--- src/rtl/psum_accumulator_if.sv ---
// psum_if: partial-sum strobes from the PE FSM and the result FIFO valid/ready handshake
interface psum_if #(
    parameter int PSUM_W = 16,
    parameter int ACC_W  = 24
);
    logic                     p_valid, last_ch, end_conv;
    logic signed [PSUM_W-1:0] p_data;
    logic                     out_valid, out_ready, out_last;
    logic signed [ACC_W-1:0]  out_data;
    logic [1:0]               out_co;
    modport master (output p_valid, p_data, last_ch, end_conv, out_ready,
                    input  out_valid, out_data, out_co, out_last);
    modport slave  (input  p_valid, p_data, last_ch, end_conv, out_ready,
                    output out_valid, out_data, out_co, out_last);
endinterface

--- src/rtl/psum_accumulator.sv ---
// psum_accumulator: per-output-channel signed partial-sum accumulation with saturation,
// optional ReLU and a small result FIFO drained over valid/ready.
module psum_accumulator #(
    parameter int PSUM_W     = 16,
    parameter int ACC_W      = 24,
    parameter int FIFO_DEPTH = 4
) (
    input  logic       clk,
    input  logic       rst_n,
    input  logic [1:0] cfg_co_i,
    input  logic       relu_en_i,
    output logic       busy_o,
    output logic       done_o,
    output logic       err_o,
    psum_if.slave      bus
);
    localparam int AW = $clog2(FIFO_DEPTH);
    localparam int EW = ACC_W + 3;
    localparam logic signed [ACC_W-1:0] MAX = {1'b0, {(ACC_W-1){1'b1}}};
    localparam logic signed [ACC_W-1:0] MIN = ~MAX;
    typedef enum logic [1:0] {IDLE, ACCUM, DRAIN} state_t;
    state_t                  state_q, state_d;
    logic signed [ACC_W-1:0] acc_q [4];
    logic signed [ACC_W-1:0] acc_d [4];
    logic [1:0]              co_q, co_d, cfg_q, cfg_d, cfg_eff;
    logic                    relu_q, relu_d, relu_eff, err_q, err_d, done_q, done_d;
    logic [EW-1:0]           mem_q [FIFO_DEPTH];
    logic [EW-1:0]           head;
    logic [AW:0]             wr_q, rd_q;
    logic signed [PSUM_W-1:0] pd;
    logic signed [ACC_W:0]   wide;
    logic signed [ACC_W-1:0] sum, result;
    logic                    beat, full, empty, pop, push_req, push;
    assign pd       = bus.p_data;
    // The first beat of a run uses the live config, since latching happens on that same edge
    assign cfg_eff  = (state_q == IDLE) ? cfg_co_i : cfg_q;
    assign relu_eff = (state_q == IDLE) ? relu_en_i : relu_q;
    assign beat     = bus.p_valid && state_q != DRAIN;
    assign wide     = (ACC_W+1)'(acc_q[co_q]) + (ACC_W+1)'(pd);
    assign sum      = (wide[ACC_W] != wide[ACC_W-1]) ? (wide[ACC_W] ? MIN : MAX) : wide[ACC_W-1:0];
    assign result   = (relu_eff && sum[ACC_W-1]) ? '0 : sum;
    assign empty    = wr_q == rd_q;
    assign full     = wr_q[AW] != rd_q[AW] && wr_q[AW-1:0] == rd_q[AW-1:0];
    assign pop      = !empty && bus.out_ready;
    assign push_req = beat && bus.last_ch;
    assign push     = push_req && (!full || pop);
    always_comb begin
        acc_d   = acc_q;
        co_d    = co_q;
        cfg_d   = cfg_q;
        relu_d  = relu_q;
        err_d   = err_q;
        done_d  = 1'b0;
        state_d = (state_q == IDLE)  ? (bus.end_conv ? DRAIN : bus.p_valid ? ACCUM : IDLE) :
                  (state_q == ACCUM) ? (bus.end_conv ? DRAIN : ACCUM) :
                                       (empty ? IDLE : DRAIN);
        if (state_q == IDLE && bus.p_valid) begin
            cfg_d  = cfg_co_i;
            relu_d = relu_en_i;
            err_d  = 1'b0;
        end
        if (beat) begin
            acc_d[co_q] = bus.last_ch ? '0 : sum;
            co_d        = (co_q == cfg_eff) ? 2'd0 : co_q + 2'd1;
        end
        if ((push_req && !push) || (state_q == DRAIN && bus.p_valid))
            err_d = 1'b1;
        if (state_q == DRAIN && empty) begin
            acc_d  = '{default: '0};
            co_d   = 2'd0;
            done_d = 1'b1;
        end
    end
    always_ff @(posedge clk or negedge rst_n) begin
        if (!rst_n) begin
            state_q <= IDLE;
            acc_q   <= '{default: '0};
            co_q    <= '0;
            cfg_q   <= '0;
            relu_q  <= 1'b0;
            err_q   <= 1'b0;
            done_q  <= 1'b0;
            wr_q    <= '0;
            rd_q    <= '0;
        end else begin
            state_q <= state_d;
            acc_q   <= acc_d;
            co_q    <= co_d;
            cfg_q   <= cfg_d;
            relu_q  <= relu_d;
            err_q   <= err_d;
            done_q  <= done_d;
            wr_q    <= wr_q + (AW+1)'(push);
            rd_q    <= rd_q + (AW+1)'(pop);
        end
    end
    always_ff @(posedge clk) begin
        if (push)
            mem_q[wr_q[AW-1:0]] <= {result, co_q, co_q == cfg_eff};
    end
    // Head fields are forced to zero while empty so reset and idle outputs read as 0
    assign head          = mem_q[rd_q[AW-1:0]];
    assign bus.out_valid = !empty;
    assign bus.out_data  = empty ? '0 : head[EW-1:3];
    assign bus.out_co    = empty ? '0 : head[2:1];
    assign bus.out_last  = !empty && head[0];
    assign busy_o        = state_q != IDLE;
    assign done_o        = done_q;
    assign err_o         = err_q;
endmodule
--- src/flat_wrapper.sv ---
// flat-port wrapper written by rule: the top's interface ports become plain ports
module psum_accumulator_flat 
#(
    parameter int PSUM_W     = 16,
    parameter int ACC_W      = 24,
    parameter int FIFO_DEPTH = 4
)
  (clk, rst_n, cfg_co_i, relu_en_i, busy_o, done_o, err_o, bus_p_valid, bus_p_data, bus_last_ch, bus_end_conv, bus_out_ready, bus_out_valid, bus_out_data, bus_out_co, bus_out_last);
  psum_if #(.PSUM_W(PSUM_W), .ACC_W(ACC_W)) bus_i ();
  input  logic clk;
  input  logic rst_n;
  input  logic [1:0] cfg_co_i;
  input  logic relu_en_i;
  output logic busy_o;
  output logic done_o;
  output logic err_o;
  input wire logic [$bits(bus_i.p_valid)-1:0] bus_p_valid;
  input wire logic [$bits(bus_i.p_data)-1:0] bus_p_data;
  input wire logic [$bits(bus_i.last_ch)-1:0] bus_last_ch;
  input wire logic [$bits(bus_i.end_conv)-1:0] bus_end_conv;
  input wire logic [$bits(bus_i.out_ready)-1:0] bus_out_ready;
  output wire logic [$bits(bus_i.out_valid)-1:0] bus_out_valid;
  output wire logic [$bits(bus_i.out_data)-1:0] bus_out_data;
  output wire logic [$bits(bus_i.out_co)-1:0] bus_out_co;
  output wire logic [$bits(bus_i.out_last)-1:0] bus_out_last;
  assign bus_i.p_valid = bus_p_valid;
  assign bus_i.p_data = bus_p_data;
  assign bus_i.last_ch = bus_last_ch;
  assign bus_i.end_conv = bus_end_conv;
  assign bus_i.out_ready = bus_out_ready;
  assign bus_out_valid = bus_i.out_valid;
  assign bus_out_data = bus_i.out_data;
  assign bus_out_co = bus_i.out_co;
  assign bus_out_last = bus_i.out_last;
  psum_accumulator #(.PSUM_W(PSUM_W), .ACC_W(ACC_W), .FIFO_DEPTH(FIFO_DEPTH)) u_core (.clk(clk), .rst_n(rst_n), .cfg_co_i(cfg_co_i), .relu_en_i(relu_en_i), .busy_o(busy_o), .done_o(done_o), .err_o(err_o), .bus(bus_i));
endmodule
--- config.mk ---
export PLATFORM = sky130hd
export DESIGN_NAME = psum_accumulator_flat
export DESIGN_NICKNAME = d
export VERILOG_FILES = /design/src/rtl/psum_accumulator_if.sv /design/src/rtl/psum_accumulator.sv /design/src/flat_wrapper.sv
export SDC_FILE = /design/constraint.sdc
export NUM_CORES = 1
export LEC_CHECK = 0
export CAP_MARGIN = 15
export CORE_MARGIN = 2
export CORE_UTILIZATION = 64
export DETAILED_ROUTE_END_ITERATION = 12
export DONT_BUFFER_PORTS = 1
export PLACE_DENSITY = 0.8
export SETUP_SLACK_MARGIN = 0.2
export SLEW_MARGIN = 0
export SYNTH_ARGS = -nofsm -noshare
export SYNTH_HDL_FRONTEND = slang
export SYNTH_SLANG_ARGS = --single-unit
--- constraint.sdc ---
create_clock -name clk -period 5.5 [get_ports clk]
set_clock_uncertainty 0.1 [all_clocks]
set_input_delay 0.825 -clock clk [delete_from_list [all_inputs] [get_ports clk]]
set_output_delay 0.825 -clock clk [all_outputs]
set_load 0.01 [all_outputs]
After elaboration in Yosys (flattened, before gate mapping)
Memory sizes are Yosys's and may differ from the RTL's. Index checks and enable logic that the tools add are counted.

Register bits: 111. Memory bits (writable): 108. Bits of input ports: 25. Output and inout bits: 31. Logic and storage cells: 79. Memories: 1.

Add/subtract/negate cells: 4. Order comparisons: 2. Equality and inequality tests: 8. Muxes and demuxes: 30. Bitwise gates (word level): 1. Reductions and logical operators: 21.

Memory list: u_core.mem_q (words 4, bits a word 27, rd ports 1, clocked after Yosys merged registers in 0, write ports 1, line psum_accumulator.sv:27) `logic [EW-1:0] mem_q [FIFO_DEPTH];`.

Operators with widths (number): 2-to-1 mux 24 bit (8); 2-to-1 mux 96 bit (2); bitwise mux 96 bit (1); binary-select mux 24 bit (select 2 bit) (1); demux 24 bit (select 2 bit) (1); adder 24 x 16 -> 25 bit (1); 2-to-1 mux 2 bit (10); logical AND 1 bit (12); 2-to-1 mux 1 bit (7); adder 3 x 1 -> 3 bit (2); nonzero test 2 bit (3); equality test 2 bit (2); equality test 3 bit (1); >= comparator 3 bit, second input constant (1); zero test 1 bit (3); < comparator 3 x 1 -> 1 bit, second input constant (1); inverter 2 -> 3 bit (1); adder 2 x 1 -> 2 bit, second input constant (1); equality test 2 x 1 -> 1 bit, second input constant (1); equality test 2 bit, second input constant (1); zero test 2 bit (1); logical OR 1 bit (2); != test 1 bit (2); != test 2 bit, second input constant (1).

Depth between registers and ports, before layout
Depth in word-level cells: 11. Depth in mapped cells: 15. Depth with buffers taken out: 11.

Worst setup path after synthesis
OpenSTA, ideal clock, no wires.

Path type: in2reg. Start point: input port bus_p_valid. End point: memory u_core.mem_q[1][0] (netlist bit) (enable). Setup time: 0.489 ns. Data arrival time: 4.312 ns. Data required time: 4.911 ns. Setup slack: 0.599 ns. Stages on the path: 4. Path buffers: 1. Cells stage by stage: a21boi_0 -> clkbuf_1 -> nand2_1 -> nor4b_1.

Cells in the longest elaborated chain, start to end: 5.

Ends and longest elaborated chain: start: declaration (line flat_wrapper.sv:17) `input wire logic [$bits(bus_i.p_valid)-1:0] bus_p_valid;`; logical AND 1 bit (line psum_accumulator.sv:38) `assign beat = bus.p_valid && state_q != DRAIN;`; logical AND 1 bit (line psum_accumulator.sv:45) `assign push_req = beat && bus.last_ch;`; logical AND 1 bit (line psum_accumulator.sv:46) `assign push = push_req && (!full || pop);`; 2-to-1 mux 1 bit (line psum_accumulator.sv:98) `if (push)`; 2-to-1 mux 1 bit (not written as such) (line psum_accumulator.sv:99) `mem_q[wr_q[AW-1:0]] <= {result, co_q, co_q == cfg_eff};`; end: declaration (line psum_accumulator.sv:27).

No other way between the ends.

Final worst setup path
Start point: register u_core.co_q[0]. End point: memory u_core.mem_q[0][6] (netlist bit) (data pin).

Cells in the longest elaborated chain, start to end: 9. Elaborated cells between the ends (all ways): 10. Those cells by class: add/sub (1); eq/ne (1); mux (6); bitwise (1); reduce/logical (1).

Ends and longest elaborated chain: start: declaration (line psum_accumulator.sv:25) `logic [1:0] co_q, co_d, cfg_q, cfg_d, cfg_eff;`; start signal: assignment (line psum_accumulator.sv:88) `co_q <= co_d;`; inverter 2 -> 3 bit (not written as such) * (line psum_accumulator.sv:39) `assign wide = (ACC_W+1)'(acc_q[co_q]) + (ACC_W+1)'(pd);`; binary-select mux 24 bit (select 2 bit) * (line psum_accumulator.sv:39); 2-to-1 mux 24 bit (not written as such) * (2 in a row) (line psum_accumulator.sv:39); adder 24 x 16 -> 25 bit * (line psum_accumulator.sv:39); 2-to-1 mux 24 bit / != test 1 bit (equally long branches) (line psum_accumulator.sv:40) `assign sum = (wide[ACC_W] != wide[ACC_W-1]) ? (wide[ACC_W] ? MIN : MAX) : wide[ACC_W-1:0];`; 2-to-1 mux 24 bit * (line psum_accumulator.sv:40); logical AND 1 bit (line psum_accumulator.sv:41) `assign result = (relu_eff && sum[ACC_W-1]) ? '0 : sum;`; 2-to-1 mux 24 bit * (line psum_accumulator.sv:41); net u_core.result[3] (line psum_accumulator.sv:32) `logic signed [ACC_W-1:0] sum, result;`.

Mark *: on every way through the listed nets, which the timed path passes. The rest lies on a longest branch. The select of a mux whose other input is x is not followed.

==> impl_results.md <==
- Status: finished clean
- PD cells: around 600 nW/um^2
- Synth Cell Area: approximately 10000 um^2
- Tightest Pin Transition: about 1.1 ns
- Worst setup EP type: register
- Crit-path max cell delay: between 0.7 and 0.8 ns
- Drt first pass iters: 5
- RD Place Congestion: approximately 0.93
- Largest net degree at the start of global routing: between 100 and 150
- Clock power frac: about a fifth
- Yosys reg bits: roughly 220
- Max_slew headroom: 23.4%
- Critical path cell sequence: buf_4 -> mux4_2 -> ha_1 -> o211ai_1 -> a21oi_1 -> a211oi_2 -> a2111oi_2 -> o21ai_1 -> mux2i_4 -> nor2_1 -> nor2_1
- Tcrit/Tclk final: between 90 and 100%
- Core Util, Final: 71.3%
- Initial DRC Count: approximately 630
- Longest Clk Path Bufs: 3
- Die area: 17200 um^2
- Worst-Skew Late Latency: 0.50 ns
- Synth Area in Adders: between 4 and 5%
- Clock root buffer: clkbuf_16
- Multi-input gate area: 4170 um^2
- Top-count cell post-synth: nand2_1
- Synth Area in Simple Gates: 11.2%
- Top delay family on crit path: multiplexers
- R2R Setup Slk: roughly 0.52 ns
- Syn avg cell area: 12.6 um^2
- Commonest cells in the netlist: 122 x nand2_1, 111 x dfrtp_1, 108 x edfxtp_1, 82 x o21ai_1, 58 x nor2_1
- Arr. time, crit path: roughly 5.2 ns
- Sequential Power Share: 37.0%
- Final net count: between 800 and 900
- Post-synth EDFFs: ~110
- Final critical-path required period: between 4 and 5 ns
- Async SR Flop Fraction: about half
- Leak: approximately 4.4 nW
- CTS tree: done
- Sw Pwr: approximately 0.0027 W
- Final Hold Vio Count: 0
- Layout cells sized above 1: 14.7%
- Ys Warns: 0
- TritonCTS buffer count: 22
- Max Freq: 201 MHz
- Fin Setup TNS: 0 ns
- Comb pwr share: a little over two fifths
- Fraction of synthesized cell area in xor and xnor cells: 2.36%
- Slowest stage cell, crit path: dfrtp_2
- Antenna Nets Post-Route: 0
- First-pass GRT wire length: between 30000 and 40000 um
- Total Wirelength: around 24000 um
- Initial antenna violation count: 0
- Area delta synth->final: 9.18%
- Largest family of logic cells by synthesized area: multiplexers
- Synth top area cells: edfxtp_1 31%, dfrtp_1 27%, mux4_2 11%
- Critical Path RT: 5.68 ns
- Crit path top cell by count: nor2_1
- DR vias: 6867
- Final HPWL DP: approximately 16000 um
- Tot GR Track Use: 27.8%
- Via density: between 6 and 7
- IO Count: 56
- Crit start category: register
- Initial Utilization: approximately two thirds
- Max Cap Viol: 0
- Ant diodes: 0
- Internal Dissipation: around 0.004 W
- Sequential fraction of the synthesis area: approximately three fifths
- Clock transition at path regs: 0.06 ns
- Fill cells: between 1000 and 1500
- Hold/Removal Path Class: primary input to asynchronous set/reset pin
- Chip height: 131 um
- Final Max Slew Viols: 0
- Routed len/inst: between 20 and 25 um
- H-tree levels: 1
- Worst-path fanout max: 23
- Prevailing post-synth register cell: dfrtp_1
- DRC: 0
- Vias in the first global route: 7072
- Unrepaired setup endpoints after global routing: yes
- CP Class: register to register
- Gate Count Post-Synth: around 820
- Endpoints failing setup: 0
- I/O Buffers: 0
- Cell Rows: between 40 and 50
- Post-synth top area share: a little under a third
- Total congestion overflow: 0
- Distinct cells, synth: between 50 and 60
- Clock Sink Count: approximately 220
- Net Count, Synth: 880
- Core footprint: around 16000 um^2
- Switching share of power: roughly two fifths
- Crit path buffers/inverters: 1
- Compound-gate portion of the synthesized area: approximately a tenth
- Max VDD drop: 343 uV
- PostCTS Resize Cnt: 0
- Mux cell area share after synthesis: 12.0%
- Dominant cell type by area after synthesis: edfxtp_1
- Reg area: approximately 6000 um^2
- Chip width: 131 um
==> cells in the final DEF (no fill, tap or decap), drive strengths merged, types with 5 or more instances in the layout <==
cell / n
buf: 14
edfxtp: 108
a211oi: 6
xnor2: 17
a21oi: 37
nand3: 13
inv: 10
a22o: 5
xor2: 11
nand2: 122
nand4: 6
a21o: 5
mux4: 51
dfrtp: 111
nor2b: 33
ha: 32
nor2: 58
and3: 7
clkbuf: 30
o21ai: 106
==> stage by stage <==
| stage | area [um^2] | setup WS, ns | hold slack [ns] | cells | power [W] |
|---|---|---|---|---|---|
| final | 11300 | 0.524 | 0.175 | 1055 | 0.00676 |
| after global routing | 11300 | 0.140 | 0.206 | 1055 | 0.00712 |
| after CTS | 11300 | 0.570 | 0.191 | 1054 | 0.00675 |
| after detailed placement | 10600 | 0.603 | 0.370 | 1013 | 0.00527 |
| after global placement | 10600 | 0.796 | 0.357 | 1013 | 0.00512 |
| after floorplan | 10400 | 0.599 | 0.345 | 822 | 0.00452 |
==> final timing paths <==
check,from,end,cells after the start
hold / removal,rst_n,u_core.cfg_q[0],1
setup / recovery,u_core.co_q[0],u_core.mem_q[0][6],11
setup reg to reg,u_core.co_q[0],u_core.mem_q[0][6],11
hold reg to reg,u_core.acc_q[34],u_core.acc_q[34],2
max in group asynchronous,rst_n,u_core.acc_q[37],1
min in group clk,bus_last_ch,u_core.err_o,2
==> routing by layer <==
metal / wire [um] / track usage (%)
met2: 11500 / 45.3
met3: 1720 / 5.05
met4: 645 / 8.94
met1: 9900 / 38.7
met5: 0 / 0
==> power groups by stage <==
stage / Combinational, W / Sequential (W) / Clock (W)
after global placement: 0.00263 / 0.00249 / 0
after floorplan: 0.00209 / 0.00243 / 0
after detailed placement: 0.00275 / 0.00252 / 0
after CTS: 0.00280 / 0.00249 / 0.00146
after global routing: 0.00306 / 0.00253 / 0.00153
final: 0.00282 / 0.00250 / 0.00144
==> flip-flops by register name, indices dropped and copies added (netlist names) <==
register,flops
u_core.acc_q,96
u_core.cfg_q,2
u_core.co_q,2
u_core.done_o,1
u_core.err_o,1
u_core.mem_q,108
u_core.rd_q,3
u_core.relu_q,1
u_core.state_q,2
u_core.wr_q,3
==> cell families (layout without fill, tap and decap cells) <==
group | after synthesis | in the layout
simple gates | 256 | 256
flops | 219 | 219
fa+ha+maj | 33 | 33
xor+xnor | 28 | 28
mux | 59 | 59
buf+inv | 46 | 63
compound gates | 181 | 181
==> layout make-up <==
cell class | instances | area share [%]
Timing Repair Buffer | 14 | 1.19
Tap cell | 216 | 2.39
Clock buffer | 30 | 5.40
Sequential cell | 219 | 53.2
Clock inverter | 10 | 0.762
Inverter | 9 | 0.298
Multi-Input combinational cell | 557 | 36.8
==> worst register-to-register path: stages (launching register included) <==
cell and delay (ns):
dfrtp_2 0.72, buf_4 0.41, mux4_2 0.55, ha_1 0.42
o211ai_1 0.15, a21oi_1 0.24, a211oi_2 0.11, a2111oi_2 0.49
o21ai_1 0.20, mux2i_4 0.70, nor2_1 0.33, nor2_1 0.35
==> timing repair <==
item | 4_1_cts | 5_1_grt
setup buffers | 0 | 0
hold buffers | 1 | 0
endpoints found under the setup margin | 0 | 38
endpoints found under the hold margin | 111 | 0
Power figures use the tool's default switching activity.
